## src/rtl/alu_pkg.sv

```systemverilog
// Shared ALU definitions: multiply op-codes and the sequential multiplier state encoding.
package alu_pkg;

    localparam logic [5:0] OP_MULT  = 6'd24;
    localparam logic [5:0] OP_MULTU = 6'd25;

    typedef enum logic [1:0] {
        IDLE = 2'd0,
        RUN  = 2'd1,
        DONE = 2'd2
    } mulState_t;

endpackage

```

## src/rtl/mult_step.sv

```systemverilog
// One shift-add step of the radix-2 multiplier: conditional add into the upper half, then shift right.
module mult_step #(
    parameter int WIDTH = 32
) (
    input  logic [2*WIDTH-1:0] acc,
    input  logic [WIDTH-1:0]   multiplicand,
    output logic [2*WIDTH-1:0] accNext
);

    logic [WIDTH:0] sum;

    // The carry out of the add becomes the new MSB after the shift.
    always_comb begin
        sum = {1'b0, acc[2*WIDTH-1:WIDTH]};
        if (acc[0]) sum = sum + {1'b0, multiplicand};
        accNext = {sum, acc[WIDTH-1:1]};
    end

endmodule

```

## src/rtl/seq_multiplier.sv

```systemverilog
// Sequential WIDTH-step shift-add multiplier (MULTU always; MULT when SEQ_MULTIPLIER_SIGNED_EN is defined).
module seq_multiplier
    import alu_pkg::*;
#(
    parameter int WIDTH = 32,
    parameter int CNT_W = $clog2(WIDTH+1)
) (
    input  logic               clk,
    input  logic               reset,
    input  logic               start,
    input  logic [5:0]         op,
    input  logic [WIDTH-1:0]   data_a,
    input  logic [WIDTH-1:0]   data_b,
    output logic               busy,
    output logic               done,
    output logic [2*WIDTH-1:0] product
);

    mulState_t state, nextState;

    logic [CNT_W-1:0]   count;
    logic [2*WIDTH-1:0] acc, accNext;
    logic [WIDTH-1:0]   multiplicand;
    logic [WIDTH-1:0]   magA, magB;
    logic [2*WIDTH-1:0] result;
    logic               opOk, accept, lastStep;

`ifdef SEQ_MULTIPLIER_SIGNED_EN
    logic isSigned, negate;

    // Signed operands run through the unsigned datapath as magnitudes.
    always_comb begin
        isSigned = (op == OP_MULT);
        opOk     = (op == OP_MULTU) || isSigned;
        magA     = (isSigned && data_a[WIDTH-1]) ? -data_a : data_a;
        magB     = (isSigned && data_b[WIDTH-1]) ? -data_b : data_b;
        result   = negate ? -accNext : accNext;
    end
`else
    always_comb begin
        opOk   = (op == OP_MULTU);
        magA   = data_a;
        magB   = data_b;
        result = accNext;
    end
`endif

    assign accept   = start && opOk && (state != RUN);
    assign lastStep = (state == RUN) && (count == CNT_W'(WIDTH-1));

    mult_step #(.WIDTH(WIDTH)) step (
        .acc          (acc),
        .multiplicand (multiplicand),
        .accNext      (accNext)
    );

    always_ff @(posedge clk) begin
        if (reset) state <= IDLE;
        else       state <= nextState;
    end

    always_comb begin
        nextState = state;
        busy      = 1'b0;
        done      = 1'b0;
        case (state)
            IDLE: if (accept) nextState = RUN;
            RUN: begin
                busy = 1'b1;
                if (lastStep) nextState = DONE;
            end
            DONE: begin
                done      = 1'b1;
                nextState = accept ? RUN : IDLE;
            end
            default: nextState = IDLE;
        endcase
    end

    // product only ever loads the finished result, never the running accumulator.
    always_ff @(posedge clk) begin
        if (reset) begin
            count        <= '0;
            acc          <= '0;
            multiplicand <= '0;
            product      <= '0;
`ifdef SEQ_MULTIPLIER_SIGNED_EN
            negate       <= 1'b0;
`endif
        end else if (accept) begin
            count        <= '0;
            acc          <= {{WIDTH{1'b0}}, magB};
            multiplicand <= magA;
`ifdef SEQ_MULTIPLIER_SIGNED_EN
            negate       <= isSigned && (data_a[WIDTH-1] ^ data_b[WIDTH-1]);
`endif
        end else if (state == RUN) begin
            acc   <= accNext;
            count <= count + CNT_W'(1);
            if (lastStep) product <= result;
        end
    end

endmodule
```

## config.mk

```make
export PLATFORM = sky130hd
export DESIGN_NAME = seq_multiplier
export DESIGN_NICKNAME = d
export VERILOG_FILES = /design/src/rtl/alu_pkg.sv /design/src/rtl/mult_step.sv /design/src/rtl/seq_multiplier.sv
export SDC_FILE = /design/constraint.sdc
export NUM_CORES = 1
export LEC_CHECK = 0
export CAP_MARGIN = 20
export CORE_UTILIZATION = 44
export CTS_CLUSTER_SIZE = 8
export DETAILED_ROUTE_END_ITERATION = 10
export PLACE_DENSITY = 0.68
export SLEW_MARGIN = 10
export SYNTH_ARGS = -nofsm -noshare
export SYNTH_HDL_FRONTEND = slang
export SYNTH_SLANG_ARGS = --single-unit
export TNS_END_PERCENT = 30
```

## constraint.sdc

```tcl
create_clock -name clk -period 2.9 [get_ports clk]
set_input_delay 0.87 -clock clk [delete_from_list [all_inputs] [get_ports clk]]
set_output_delay 0.87 -clock clk [all_outputs]
set_load 0.05 [all_outputs]
```

Word level (Yosys, flattened, before mapping) --
Cells that the tools add are included.
Cells by class: $add $sub $neg 2, equality and inequality tests 7, muxes and demuxes 9, bitwise gates (word level) 1, reductions and logical operators 8
Operators with widths (count):
- 2-to-1 mux 32 bit | 2
- adder 32 x 32 -> 33 bit | 1
- 2-to-1 mux 33 bit | 1
- equality test 6 x 5 -> 1 bit (second input constant) | 2
- adder 6 x 1 -> 6 bit (second input constant) | 1
- one-hot mux 2 bit (3 select lines) | 1
- 2-to-1 mux 2 bit | 2
- != test 2 bit (second input constant) | 2
- logical AND 1 bit | 3
- 2-to-1 mux 1 bit | 3
- AND reduction 3 bit | 1
- equality test 2 x 1 -> 1 bit (second input constant) | 1
- equality test 2 bit (second input constant) | 1
- logical NOT 2 bit | 1
- != test 2 x 1 -> 1 bit (second input constant) | 1
- AND reduction 2 bit | 1
- nonzero test 2 bit | 1
- OR reduction 2 bit | 1
- inverter 1 bit | 1
Word-level totals: flip-flop bits (word level) 168, bits of input ports 73, output and inout port bits 66, logic and storage cells 33

Longest topological paths before layout --
word-level depth 5, mapped depth 11, mapped depth without buffers 11

Modules after synthesis --
From an unflattened synthesis, not the netlist that was laid out.
Second synthesis, totals: cells, all modules 1030, area, all modules 8887.3 um^2
Modules (own cells, without submodules):
- seq_multiplier | instances 1, cells each 663, area an instance 6327.3 um^2, sequential area each 3363.2 um^2
- mult_step | instances 1, cells each 367, area an instance 2560.0 um^2, sequential area each 0.0 um^2

Worst setup path after synthesis --
No wires, ideal clock.
path kind reg-to-reg, from register acc[32], to register product[57], setup time 0.112 ns, data arrival time 2.474 ns, required time 2.788 ns, path slack 0.314 ns, cell stages (with the launch flop) 12, buffers on the path 0, clock period less this slack 2.586 ns, cells stage by stage dfxtp_1 -> ha_1 -> fa_1 -> a211oi_2 -> o21ai_1 -> a21oi_2 -> a221o_1 -> and3_4 -> o21ai_4 -> a21oi_2 -> xnor2_1 -> a2111oi_1
Between the ends: longest elaborated chain between the ends 2
Ends and longest elaborated chain:
- start, declared | line seq_multiplier.sv:22 | logic [2*WIDTH-1:0] acc, accNext;
- start signal, assigned | line seq_multiplier.sv:92 | acc <= {{WIDTH{1'b0}}, magB};
- start signal, assigned | line seq_multiplier.sv:98 | acc <= accNext;
- adder 32 x 32 -> 33 bit | line mult_step.sv:15 | if (acc[0]) sum = sum + {1'b0, multiplicand};
- 2-to-1 mux 33 bit | line mult_step.sv:15
- end signal, assigned | line seq_multiplier.sv:100 | if (lastStep) product <= result;
- end, declared | line seq_multiplier.sv:16 | output logic [2*WIDTH-1:0] product
Every way passes these cells. A chain may end at the register's enable or synchronous reset.

Worst setup path after layout --
from register acc[32], to register product[41]
Same word-level chain as after synthesis.

==> results.py <==
metrics = {
    "final_layout": {
        "antenna_cells": 0,
        "final_common_cell": "nand2_1",
        "nNetsFinal": 1209,
        "layout_common_cells": "nand2_1 (175), dfxtp_1 (167), clkdlybuf4s50_1 (136)",
        "area_growth_pct": 27.79,
        "final.fill_count": 1686,
        "drive_above_1_share_pct": 7.354,
    },
    "sta": {
        "finalCritPeriodShare_pct": 94.51,
        "fin_crit_ns": 2.741,
        "clock_skew_ns": 0.01188,
        "tightest_slew_ns": 0.7564,
        "fmax_ghz": 0.3649,
        "slew_headroom_pct": 49.39,
        "drv_slew": 0,
        "whs_ns": 0.4545,
        "setup_viol": 0,
        "hold_viol": 0,
    },
    "grt": {
        "grtUsageTotal_pct": 22.00,
        "grt_max_degree": 132,
        "grt_overflow": 0,
        "grt_first_pass_wirelength_um": 34200,
        "grt_pass1_vias": 6929,
        "antenna_found_initial": 0,
    },
    "synth": {
        "synth_edf_count": 0,
        "synth_area_leader_cell": "dfxtp_1",
        "synthesis.nets": 1098,
        "yosysWarnings": 0,
        "postSynthAreaPerCell_um2": 8.237,
        "netlist_instances": 991,
        "yosysSeqAreaShare_pct": 41.20,
        "synth-seq-cells": 168,
        "synth_ff_type": "dfxtp_1",
        "async_reset_ff_share_pct": 0,
        "synth_top_cell_area_share_pct": 41.20,
        "synth.distinct_cells": 58,
        "synthTopCellsByArea": "dfxtp_1 (41%), nand2_1 (8.0%), a21oi_1 (7.1%), mux2i_1 (6.5%), a211oi_1 (6.0%)",
        "post_synth_instance_area_um2": 8163,
    },
    "floorplanning": {
        "row_count": 49,
        "start_util_pct": 45.13,
        "dieArea_um2": 19100,
        "ioPinCount": 139,
        "core-area_um2": 18090,
        "die_h_um": 138.2,
        "die_width_um": 138.2,
    },
    "placed_design": {
        "io_buffers": 138,
        "hpwl_um": 14440,
        "gp_congestion": 0.9048,
    },
    "clock_network": {
        "numCtsBuffers": 17,
        "htreeDepth": 4,
        "clk_pin_slew_ns": 0.08,
        "clockBufferDepth": 2,
        "ctsHoldBuffers": 0,
        "cts_tree": "done",
        "clockRootBuffer": "clkbuf_16",
        "clkLatencyLatePin_ns": 0.44,
        "clock-sinks": 168,
    },
    "power_and_ir_drop": {
        "powerDensity_nw_per_um2": 465.1,
        "p_sw_w": 0.001181,
        "p_sw_share_pct": 24.34,
        "peakVddDrop_uv": 446.1,
        "leakage_nw": 3.731,
        "p_clk_share_pct": 47.8,
        "p_total_w": 0.004852,
        "p_int_w": 0.003671,
        "power_frac_comb_pct": 4.2,
        "p_seq_share_pct": 48.0,
    },
    "worst_hold_path": {
        "min_from": "product[9]",
        "hp-class": "reg -> reg",
        "holdPathEnd": "product[9]",
        "whs_path_depth": 2,
    },
    "worst_setup_path": {
        "path_max_fanout": 3,
        "cp-start-kind": "register",
        "cp.arrival_ns": 3.02,
        "reg2reg_depth": 11,
        "crit-reg2reg-launch": "acc[32]",
        "worstSetupPathType": "reg -> reg",
        "r2r_slack_ns": 0.16,
        "r2r-end": "product[41]",
        "crit_required_ns": 3.18,
        "endpoint_kind": "register",
    },
    "drt": {
        "drt_first_pass_iters": 7,
        "wirelength_um": 20760,
        "drc": 18,
        "postRouteAntennaNets": 0,
        "vias_per_cell": 5.414,
        "via_count": 7277,
        "wl_per_cell_um": 15.45,
        "drt_iter0_markers": 356,
    },
    "job": {
        "max-cap-violations": 0,
    },
    "run_status": {
        "violations": "design-rule violations",
        "outcome": "complete, but fails checks",
    },
}
-- cells in the mapped netlist, drive strengths merged (10+ instances only) --
library cell,count
dfxtp,168
o21ai,33
a211oi,67
buf,10
ha,33
clkbuf,58
a21o,11
a21oi,121
xor2,15
xnor2,16
nand2b,10
nor3,13
nand2,175
nor2,115
mux2i,53
-- critical path, stage by stage (launching register included) --
cell,delay (ns)
dfxtp_1,0.33
ha_2,0.21
fa_2,0.40
a211oi_4,0.30
o21bai_1,0.12
a21oi_1,0.23
o21bai_1,0.09
a21oi_1,0.24
o21ai_0,0.14
o31a_1,0.27
mux2i_1,0.17
a211oi_1,0.10
-- repair_timing --
item	CTS	global route
setup buffers	0	1
resized for setup	0	5
setup endpoints to repair	0	13
-- final cells by class --
| type | instances | area [um^2] | area share (%) |
|---|---|---|---|
| clock buffers | 17 | 425.4 | 4.078 |
| clock inverters | 15 | 177.7 | 1.703 |
| inverters | 7 | 26.28 | 0.2519 |
| multi-input cells | 748 | 4543 | 43.55 |
| flip-flops and latches | 168 | 3364 | 32.25 |
| well taps | 229 | 286.5 | 2.747 |
| repair buffers | 160 | 1608 | 15.41 |
-- metrics by stage --
stage / TNS, ns / utilization, % / std cells / area, um^2 / setup slack [ns]
6_report: 0 / 57.68 / 1344 / 10430 / 0.1592
5_1_grt: -0.04919 / 57.68 / 1344 / 10430 / -0.02225
4_1_cts: 0 / 57.52 / 1343 / 10400 / 0.01713
3_5_place_dp: -3.147 / 54.18 / 1311 / 9799 / -0.1392
3_3_place_gp: -6.818 / 54.12 / 1310 / 9788 / -0.3940
2_1_floorplan: 0 / - / 991 / 8163 / 0.3137
-- power groups by stage --
stage                     Clock (W)  Sequential (W)  Combinational [W]
final                       0.00232         0.00233           0.000203
after global routing        0.00246         0.00233           0.000218
after CTS                   0.00235         0.00233           0.000204
after detailed placement          0         0.00238           0.000202
after global placement            0         0.00238           0.000201
after floorplan                   0         0.00238          0.0000780
-- how the worst max path moves through the flow --
stage | startpoint | cells past startpoint | endpoint | slack [ns]
global placement | op[4] | 7 | acc[59] | -0.39
CTS | acc[32] | 11 | product[57] | 0.02
floorplan | acc[32] | 11 | product[57] | 0.31
detailed placement | op[4] | 7 | acc[18] | -0.14
global route | acc[32] | 11 | product[57] | -0.02
finish | acc[32] | 11 | product[41] | 0.16
-- flip-flops by register name (all words and copies together) (netlist names) --
| signal | flops |
|---|---|
| multiplicand | 32 |
| product | 64 |
| count | 6 |
| state | 2 |
| acc | 64 |
-- metal layers --
layer,routed length (um),vias up,track usage [%]
met5,0,-,0
met1,9966,3387,28.67
met3,726,34,4.191
met4,412,0,7.688
li1,-,3711,-
met2,9658,145,36.47
-- cell families after synthesis --
family	after synthesis	synth area share, %
DFF	168	41.20
AOI/OAI and AO/OA	282	22.32
adders and majority gates	34	5.304
xor gates and xnor gates	31	3.326
buffers and inverters	75	3.525
muxes	54	6.683
and+or+nand+nor	347	17.64
(Power assumes the default switching activity.)
